--- config.mk ---
export PLATFORM = sky130hd
export DESIGN_NAME = can_bit_timing_flat
export DESIGN_NICKNAME = d
export VERILOG_FILES = /design/src/rtl/can_bit_timing_if.sv /design/src/rtl/can_bit_timing.sv /design/src/flat_wrapper.sv
export SDC_FILE = /design/constraint.sdc
export NUM_CORES = 1
export LEC_CHECK = 0
export CAP_MARGIN = 20
export CORE_MARGIN = 2
export CORE_UTILIZATION = 45
export CTS_BUF_LIST = sky130_fd_sc_hd__clkbuf_4
export DETAILED_ROUTE_END_ITERATION = 7
export DONT_BUFFER_PORTS = 1
export PLACE_DENSITY = 0.67
export SYNTH_ARGS = -nofsm -noshare
export SYNTH_HDL_FRONTEND = slang
export SYNTH_SLANG_ARGS = --single-unit
--- constraint.sdc ---
create_clock -name clock -period 13.6 [get_ports clock]
set_input_delay 2.72 -clock clock [delete_from_list [all_inputs] [get_ports clock]]
set_output_delay 2.72 -clock clock [all_outputs]
set_load 0.005 [all_outputs]
--- src/rtl/can_bit_timing_if.sv ---
// Bus between the bit-timing sequencer and its user: configuration, the
// time-quantum strobe and RX level in; segment strobes and state out.
interface can_bit_timing_if;
  logic       enable;
  logic       tq_pulse;
  logic       rx;
  logic       hard_sync_en;
  logic [4:0] tseg1;
  logic [3:0] tseg2;
  logic [2:0] sjw;
  logic       sample_point;
  logic       sampled_bit;
  logic       bit_start;
  logic       hard_sync;
  logic [1:0] seg_state;

  modport master (
    output enable, tq_pulse, rx, hard_sync_en, tseg1, tseg2, sjw,
    input  sample_point, sampled_bit, bit_start, hard_sync, seg_state
  );

  modport slave (
    input  enable, tq_pulse, rx, hard_sync_en, tseg1, tseg2, sjw,
    output sample_point, sampled_bit, bit_start, hard_sync, seg_state
  );
endinterface

--- src/rtl/can_bit_timing.sv ---
// CAN nominal bit-timing sequencer. Splits each bit into SYNC_SEG, TSEG1 and
// TSEG2 on time-quantum strobes, emits sample-point / bit-start strobes and
// applies hard sync and SJW-limited resync on recessive-to-dominant edges.
//
// state | meaning
// SYNC  | one-TQ synchronization segment, bit starts here
// TSEG1 | propagation + phase 1, sample point at its end
// TSEG2 | phase 2, bit ends here
module can_bit_timing (
  input  logic            clock,
  input  logic            reset_n,
  can_bit_timing_if.slave bus
);
  typedef enum logic [1:0] {
    ST_SYNC  = 2'b00,
    ST_TSEG1 = 2'b01,
    ST_TSEG2 = 2'b10
  } seg_t;

  seg_t       r_state, w_state_nx;
  logic [4:0] r_tq_cnt, w_tq_cnt_nx;
  logic [2:0] r_ext, w_ext_nx;
  logic [2:0] r_shorten, w_shorten_nx;
  logic       r_sync_done, w_sync_done_nx;
  logic       r_rx_prev, w_rx_prev_nx;
  logic       r_sample_point, w_sample_point_nx;
  logic       r_sampled_bit, w_sampled_bit_nx;
  logic       r_bit_start, w_bit_start_nx;
  logic       r_hard_sync, w_hard_sync_nx;

  logic [4:0] w_tseg1_eff;
  logic [3:0] w_tseg2_eff;
  logic [2:0] w_sjw_lim;
  logic [2:0] w_sjw_eff;
  logic       w_falling;
  logic       w_hard;
  logic       w_resync;
  logic       w_early_end;
  logic [4:0] w_remaining;
  logic [2:0] w_late_ext;
  logic [2:0] w_ext_upd;
  logic [2:0] w_shorten_upd;
  logic [4:0] w_seg1_len;
  logic [4:0] w_seg2_diff;
  logic [4:0] w_seg2_len;

  // Clamp the segment lengths and jump width into their legal ranges
  always_comb begin
    if (bus.tseg1 < 5'd2)
      w_tseg1_eff = 5'd2;
    else if (bus.tseg1 > 5'd16)
      w_tseg1_eff = 5'd16;
    else
      w_tseg1_eff = bus.tseg1;

    if (bus.tseg2 == 4'd0)
      w_tseg2_eff = 4'd1;
    else if (bus.tseg2 > 4'd8)
      w_tseg2_eff = 4'd8;
    else
      w_tseg2_eff = bus.tseg2;

    if (bus.sjw == 3'd0)
      w_sjw_lim = 3'd1;
    else if (bus.sjw > 3'd4)
      w_sjw_lim = 3'd4;
    else
      w_sjw_lim = bus.sjw;

    // sjw_lim never exceeds 4, so the narrowed tseg2 is only taken when it is < 4
    if ({1'b0, w_sjw_lim} > w_tseg2_eff)
      w_sjw_eff = w_tseg2_eff[2:0];
    else
      w_sjw_eff = w_sjw_lim;
  end

  assign w_falling   = r_rx_prev & ~bus.rx;
  assign w_hard      = w_falling & bus.hard_sync_en;
  assign w_resync    = w_falling & ~bus.hard_sync_en & ~r_sync_done & r_sampled_bit;
  assign w_remaining = {1'b0, w_tseg2_eff} - r_tq_cnt;
  assign w_early_end = w_resync && (r_state == ST_TSEG2) &&
                       (w_remaining <= {2'b00, w_sjw_eff});
  // Late edge: phase error is the TQs already spent in TSEG1, capped at SJW
  assign w_late_ext  = ((r_tq_cnt + 5'd1) > {2'b00, w_sjw_eff}) ? w_sjw_eff
                                                                : (r_tq_cnt[2:0] + 3'd1);

  // Phase-error correction taken this cycle, visible to the same-cycle compare
  always_comb begin
    w_ext_upd     = r_ext;
    w_shorten_upd = r_shorten;
    if (w_resync && (r_state == ST_TSEG1))
      w_ext_upd = w_late_ext;
    if (w_resync && (r_state == ST_TSEG2) && !w_early_end)
      w_shorten_upd = w_sjw_eff;
  end

  assign w_seg1_len  = w_tseg1_eff + {2'b00, w_ext_upd};
  assign w_seg2_diff = {1'b0, w_tseg2_eff} - {2'b00, w_shorten_upd};
  assign w_seg2_len  = ({1'b0, w_tseg2_eff} > {2'b00, w_shorten_upd}) ? w_seg2_diff : 5'd1;

  // Next-state and strobe decode; sync events take priority over the TQ advance
  always_comb begin
    w_state_nx        = r_state;
    w_tq_cnt_nx       = r_tq_cnt;
    w_ext_nx          = w_ext_upd;
    w_shorten_nx      = w_shorten_upd;
    w_sync_done_nx    = r_sync_done | w_resync;
    w_rx_prev_nx      = bus.rx;
    w_sample_point_nx = 1'b0;
    w_sampled_bit_nx  = r_sampled_bit;
    w_bit_start_nx    = 1'b0;
    w_hard_sync_nx    = 1'b0;

    if (!bus.enable) begin
      w_state_nx       = ST_SYNC;
      w_tq_cnt_nx      = 5'd0;
      w_ext_nx         = 3'd0;
      w_shorten_nx     = 3'd0;
      w_sync_done_nx   = 1'b0;
      w_rx_prev_nx     = 1'b1;
      w_sampled_bit_nx = 1'b1;
    end else if (w_hard) begin
      w_state_nx     = ST_SYNC;
      w_tq_cnt_nx    = 5'd0;
      w_ext_nx       = 3'd0;
      w_shorten_nx   = 3'd0;
      w_sync_done_nx = 1'b1;
      w_bit_start_nx = 1'b1;
      w_hard_sync_nx = 1'b1;
    end else if (w_early_end) begin
      // Early edge close enough to the bit end: it becomes the new SYNC_SEG
      w_state_nx     = ST_SYNC;
      w_tq_cnt_nx    = 5'd0;
      w_shorten_nx   = 3'd0;
      w_bit_start_nx = 1'b1;
    end else if (bus.tq_pulse) begin
      case (r_state)
        ST_SYNC: begin
          w_state_nx  = ST_TSEG1;
          w_tq_cnt_nx = 5'd0;
        end
        ST_TSEG1: begin
          if (r_tq_cnt == (w_seg1_len - 5'd1)) begin
            w_state_nx        = ST_TSEG2;
            w_tq_cnt_nx       = 5'd0;
            w_sample_point_nx = 1'b1;
            w_sampled_bit_nx  = bus.rx;
            w_sync_done_nx    = 1'b0;
            w_ext_nx          = 3'd0;
          end else begin
            w_tq_cnt_nx = r_tq_cnt + 5'd1;
          end
        end
        ST_TSEG2: begin
          if (r_tq_cnt == (w_seg2_len - 5'd1)) begin
            w_state_nx     = ST_SYNC;
            w_tq_cnt_nx    = 5'd0;
            w_bit_start_nx = 1'b1;
            w_shorten_nx   = 3'd0;
          end else begin
            w_tq_cnt_nx = r_tq_cnt + 5'd1;
          end
        end
        default: begin
          w_state_nx  = ST_SYNC;
          w_tq_cnt_nx = 5'd0;
        end
      endcase
    end
  end

  // State and output registers
  always_ff @(posedge clock or negedge reset_n) begin
    if (!reset_n) begin
      r_state        <= ST_SYNC;
      r_tq_cnt       <= 5'd0;
      r_ext          <= 3'd0;
      r_shorten      <= 3'd0;
      r_sync_done    <= 1'b0;
      r_rx_prev      <= 1'b1;
      r_sample_point <= 1'b0;
      r_sampled_bit  <= 1'b1;
      r_bit_start    <= 1'b0;
      r_hard_sync    <= 1'b0;
    end else begin
      r_state        <= w_state_nx;
      r_tq_cnt       <= w_tq_cnt_nx;
      r_ext          <= w_ext_nx;
      r_shorten      <= w_shorten_nx;
      r_sync_done    <= w_sync_done_nx;
      r_rx_prev      <= w_rx_prev_nx;
      r_sample_point <= w_sample_point_nx;
      r_sampled_bit  <= w_sampled_bit_nx;
      r_bit_start    <= w_bit_start_nx;
      r_hard_sync    <= w_hard_sync_nx;
    end
  end

  assign bus.sample_point = r_sample_point;
  assign bus.sampled_bit  = r_sampled_bit;
  assign bus.bit_start    = r_bit_start;
  assign bus.hard_sync    = r_hard_sync;
  assign bus.seg_state    = r_state;
endmodule

--- src/flat_wrapper.sv ---
// flat-port wrapper written by rule: the top's interface ports become plain ports
module can_bit_timing_flat 
  (clock, reset_n, bus_enable, bus_tq_pulse, bus_rx, bus_hard_sync_en, bus_tseg1, bus_tseg2, bus_sjw, bus_sample_point, bus_sampled_bit, bus_bit_start, bus_hard_sync, bus_seg_state);
  can_bit_timing_if bus_i ();
  input  logic clock;
  input  logic reset_n;
  input wire logic [$bits(bus_i.enable)-1:0] bus_enable;
  input wire logic [$bits(bus_i.tq_pulse)-1:0] bus_tq_pulse;
  input wire logic [$bits(bus_i.rx)-1:0] bus_rx;
  input wire logic [$bits(bus_i.hard_sync_en)-1:0] bus_hard_sync_en;
  input wire logic [$bits(bus_i.tseg1)-1:0] bus_tseg1;
  input wire logic [$bits(bus_i.tseg2)-1:0] bus_tseg2;
  input wire logic [$bits(bus_i.sjw)-1:0] bus_sjw;
  output wire logic [$bits(bus_i.sample_point)-1:0] bus_sample_point;
  output wire logic [$bits(bus_i.sampled_bit)-1:0] bus_sampled_bit;
  output wire logic [$bits(bus_i.bit_start)-1:0] bus_bit_start;
  output wire logic [$bits(bus_i.hard_sync)-1:0] bus_hard_sync;
  output wire logic [$bits(bus_i.seg_state)-1:0] bus_seg_state;
  assign bus_i.enable = bus_enable;
  assign bus_i.tq_pulse = bus_tq_pulse;
  assign bus_i.rx = bus_rx;
  assign bus_i.hard_sync_en = bus_hard_sync_en;
  assign bus_i.tseg1 = bus_tseg1;
  assign bus_i.tseg2 = bus_tseg2;
  assign bus_i.sjw = bus_sjw;
  assign bus_sample_point = bus_i.sample_point;
  assign bus_sampled_bit = bus_i.sampled_bit;
  assign bus_bit_start = bus_i.bit_start;
  assign bus_hard_sync = bus_i.hard_sync;
  assign bus_seg_state = bus_i.seg_state;
  can_bit_timing u_core (.clock(clock), .reset_n(reset_n), .bus(bus_i));
endmodule
==> flow_summary.yaml <==
final_layout:
  antenna_cells: 0
  final_cell_mix: "31 x nor2_1, 26 x ha_1, 25 x inv_1, 25 x a21oi_1, 22 x nand2_1"
  stdcell_area_sq_um: 2410
  fin_cells: 360
  nFillCells: 516
  drive_above_1_share: 0.0793
  final_common_cell: "nor2_1"
  area_delta_synth_final_pct: 2.50
  nNetsFinal: 337
logic_synthesis:
  synth_nets: 345
  yosysUniqueCellTypes: 58
  async_flop_share: 1.00
  synth-main-ff-cell: "dfrtp_1"
  synthCells: 299
  yosys_warnings: 0
  ys_seq_area_frac: 0.203
  synth-edff-count: 0
  syn-cell-area_sq_um: 2350
  syn_avg_cell_area_sq_um: 7.88
  ys_ff_latch: 19
global_routing:
  grt_use_total: 0.186
  grt_start_max_net_pins: 20
  grt_pass1_wl_mm: 9.11
  antenna_found_initial: 0
  grt_overflow: 0
  grt_pass1_vias: 2044
job:
  cap_violations: 0
die:
  die_h_um: 76.3
  core-area_sq_um: 5070
  die_x_um: 76.3
  dieArea_sq_um: 5830
  start_util: 0.464
  io_pins: 24
  num_rows: 26
place:
  hpwlAfterDp_mm: 4.18
  placed_cells: 356
  place_area_sq_um: 2390
  gp_congestion: 0.846
  numPortBuffers: 0
  placement.setup.worst_slack_ns: 4.62
setup_path:
  cp_max_fo: 16
  required_ns: 13.77
  arrival_ns: 8.92
  end_kind: "flop"
  slowest_stage: "o31ai_1"
  startpoint_type: "primary input"
  path_class: "in2reg"
  critical_path.max_stage_delay_ns: 0.52
  crit_top_cell: "nor2_1"
sta:
  slew_headroom: 0.616
  skew_ns: 0.00178
  rsz0062_at_grt: "false"
  worstMarginPinSlew_ns: 0.570
  drv_slew: 0
  fin_crit_sh: 0.644
  setup-violations-final: 0
  setup_slack_ns: 4.85
  totalNegativeSetupSlack_ns: 0
  min_period_ns: 8.75
  fmaxAchievable_mhz: 114
  hold_viol: 0
  holdWs_ns: 0.542
hold_path:
  hold_path.class: "reg2reg"
cts:
  root_buffer: "clkbuf_4"
  post_cts_buffers: 0
  cts_buffers: 3
  hold_buffers: 0
  cts.reportedPaths.clkPinSlew_ns: 0.11
  cts.repair.resized: 0
  clk_latency_ns: 0.30
  cts_buffer_depth: 2
  cts_tree: "built"
  cts_sinks: 19
  cts_max_level: 1
pwr:
  power.leakage_uw: 0.00106
  ir_worst_vdd_mv: 0.0389
  p_per_area_nw_per_um2: 59.8
routing:
  drt-initial-drc-count: 114
  ant_nets: 0
  routed_via_density: 5.81
  wl_mm: 5.18
  drc: 0
  vias: 2091
  drt-pass1-iter-count: 4
  avgRoutedWirePerCell_um: 14.4
outcome:
  status: "completed"
[per-stage QoR]
stage          total power, uW  utilization
6_report                   144        0.476
4_1_cts                    145        0.476
3_3_place_gp               115        0.470
2_1_floorplan              107            -
5_1_grt                    156        0.476
3_5_place_dp               116        0.470
[final cells by class]
cell class                 count  area (sq um)  share of cell area
sequential                    19           478               0.198
multi-input combinational    241          1720               0.714
clock buffer                   3          22.5             0.00933
tap                           70          87.6              0.0363
clock inverter                 1          5.00             0.00207
inverter                      26          97.6              0.0404
[Yosys cell counts (8+ instances only)]
library cell / number / area [sq um]
nor2_1: 31 / 116
ha_1: 26 / 325
a21oi_1: 25 / 125
inv_1: 25 / 93.8
nand2_1: 22 / 82.6
dfrtp_1: 17 / 425
o21ai_0: 13 / 65.1
clkbuf_1: 12 / 45.0
nand3_1: 11 / 55.1
nand2b_1: 9 / 56.3
nor3_1: 8 / 40.0
xnor2_1: 8 / 70.1
[metal layers]
metal	global-route usage	wire length, um
met4	0.0382	31
met1	0.246	2410
met3	0.0130	117
met2	0.333	2610
met5	0	0
[report_power, final]
group / total (uW) / switching [uW] / internal, uW
Sequential: 59.7 / 1.61 / 58.1
Clock: 29.0 / 18.0 / 11.0
Combinational: 55.7 / 31.8 / 23.9
Total: 144 / 51.4 / 93.0
[cell families (layout without fill, tap and decap cells)]
logic type | Yosys count | after routing | share of synthesized area
XOR/XNOR | 16 | 16 | 0.0659
adder cells (fa/ha/maj) | 30 | 30 | 0.164
flip-flops | 19 | 19 | 0.203
multiplexers | 8 | 8 | 0.0351
AO/OA/AOI/OAI | 81 | 81 | 0.242
AND/OR/NAND/NOR | 106 | 106 | 0.224
buffers and inverters | 39 | 30 | 0.0654
[sequential cells by signal (all words and copies together), names as in the netlist]
signal,flops
u_core.bus.bit_start,1
u_core.r_ext,3
u_core.r_rx_prev,1
u_core.bus.sampled_bit,1
u_core.r_tq_cnt,5
u_core.r_sync_done,1
u_core.bus.hard_sync,1
u_core.bus.sample_point,1
u_core.bus.seg_state,2
u_core.r_shorten,3
[path summary, 6_finish.rpt]
kind / startpoint / to / slack (ns) / cells after the start
worst max-delay path: bus_tseg2[3] / u_core.r_shorten[0]$_DFF_PN0_ / 4.85 / 28
worst min-delay path: u_core.r_ext[2]$_DFF_PN0_ / u_core.r_ext[2]$_DFF_PN0_ / 0.54 / 2
worst max register to register: u_core.r_tq_cnt[0]$_DFFE_PN0P_ / u_core.r_shorten[0]$_DFF_PN0_ / 7.51 / 27
worst min register to register: u_core.r_ext[2]$_DFF_PN0_ / u_core.r_ext[2]$_DFF_PN0_ / 0.54 / 2
max in group asynchronous: reset_n / u_core.bus.sampled_bit$_DFFE_PN1P_ / 11.34 / 0
min in group asynchronous: reset_n / u_core.bus.seg_state[1]$_DFFE_PN0P_ / 2.10 / 0
[critical path, delay by kind of cell]
| kind | cells | cell delay, ns |
|---|---|---|
| xor gates and xnor gates | 1 | 0.13 |
| and+or+nand+nor | 11 | 2.12 |
| AOI/OAI and AO/OA | 10 | 2.17 |
| buffers and inverters | 1 | 0.11 |
| adders and majority gates | 4 | 1.25 |
| muxes | 1 | 0.41 |
Power figures use the tool's default switching activity.
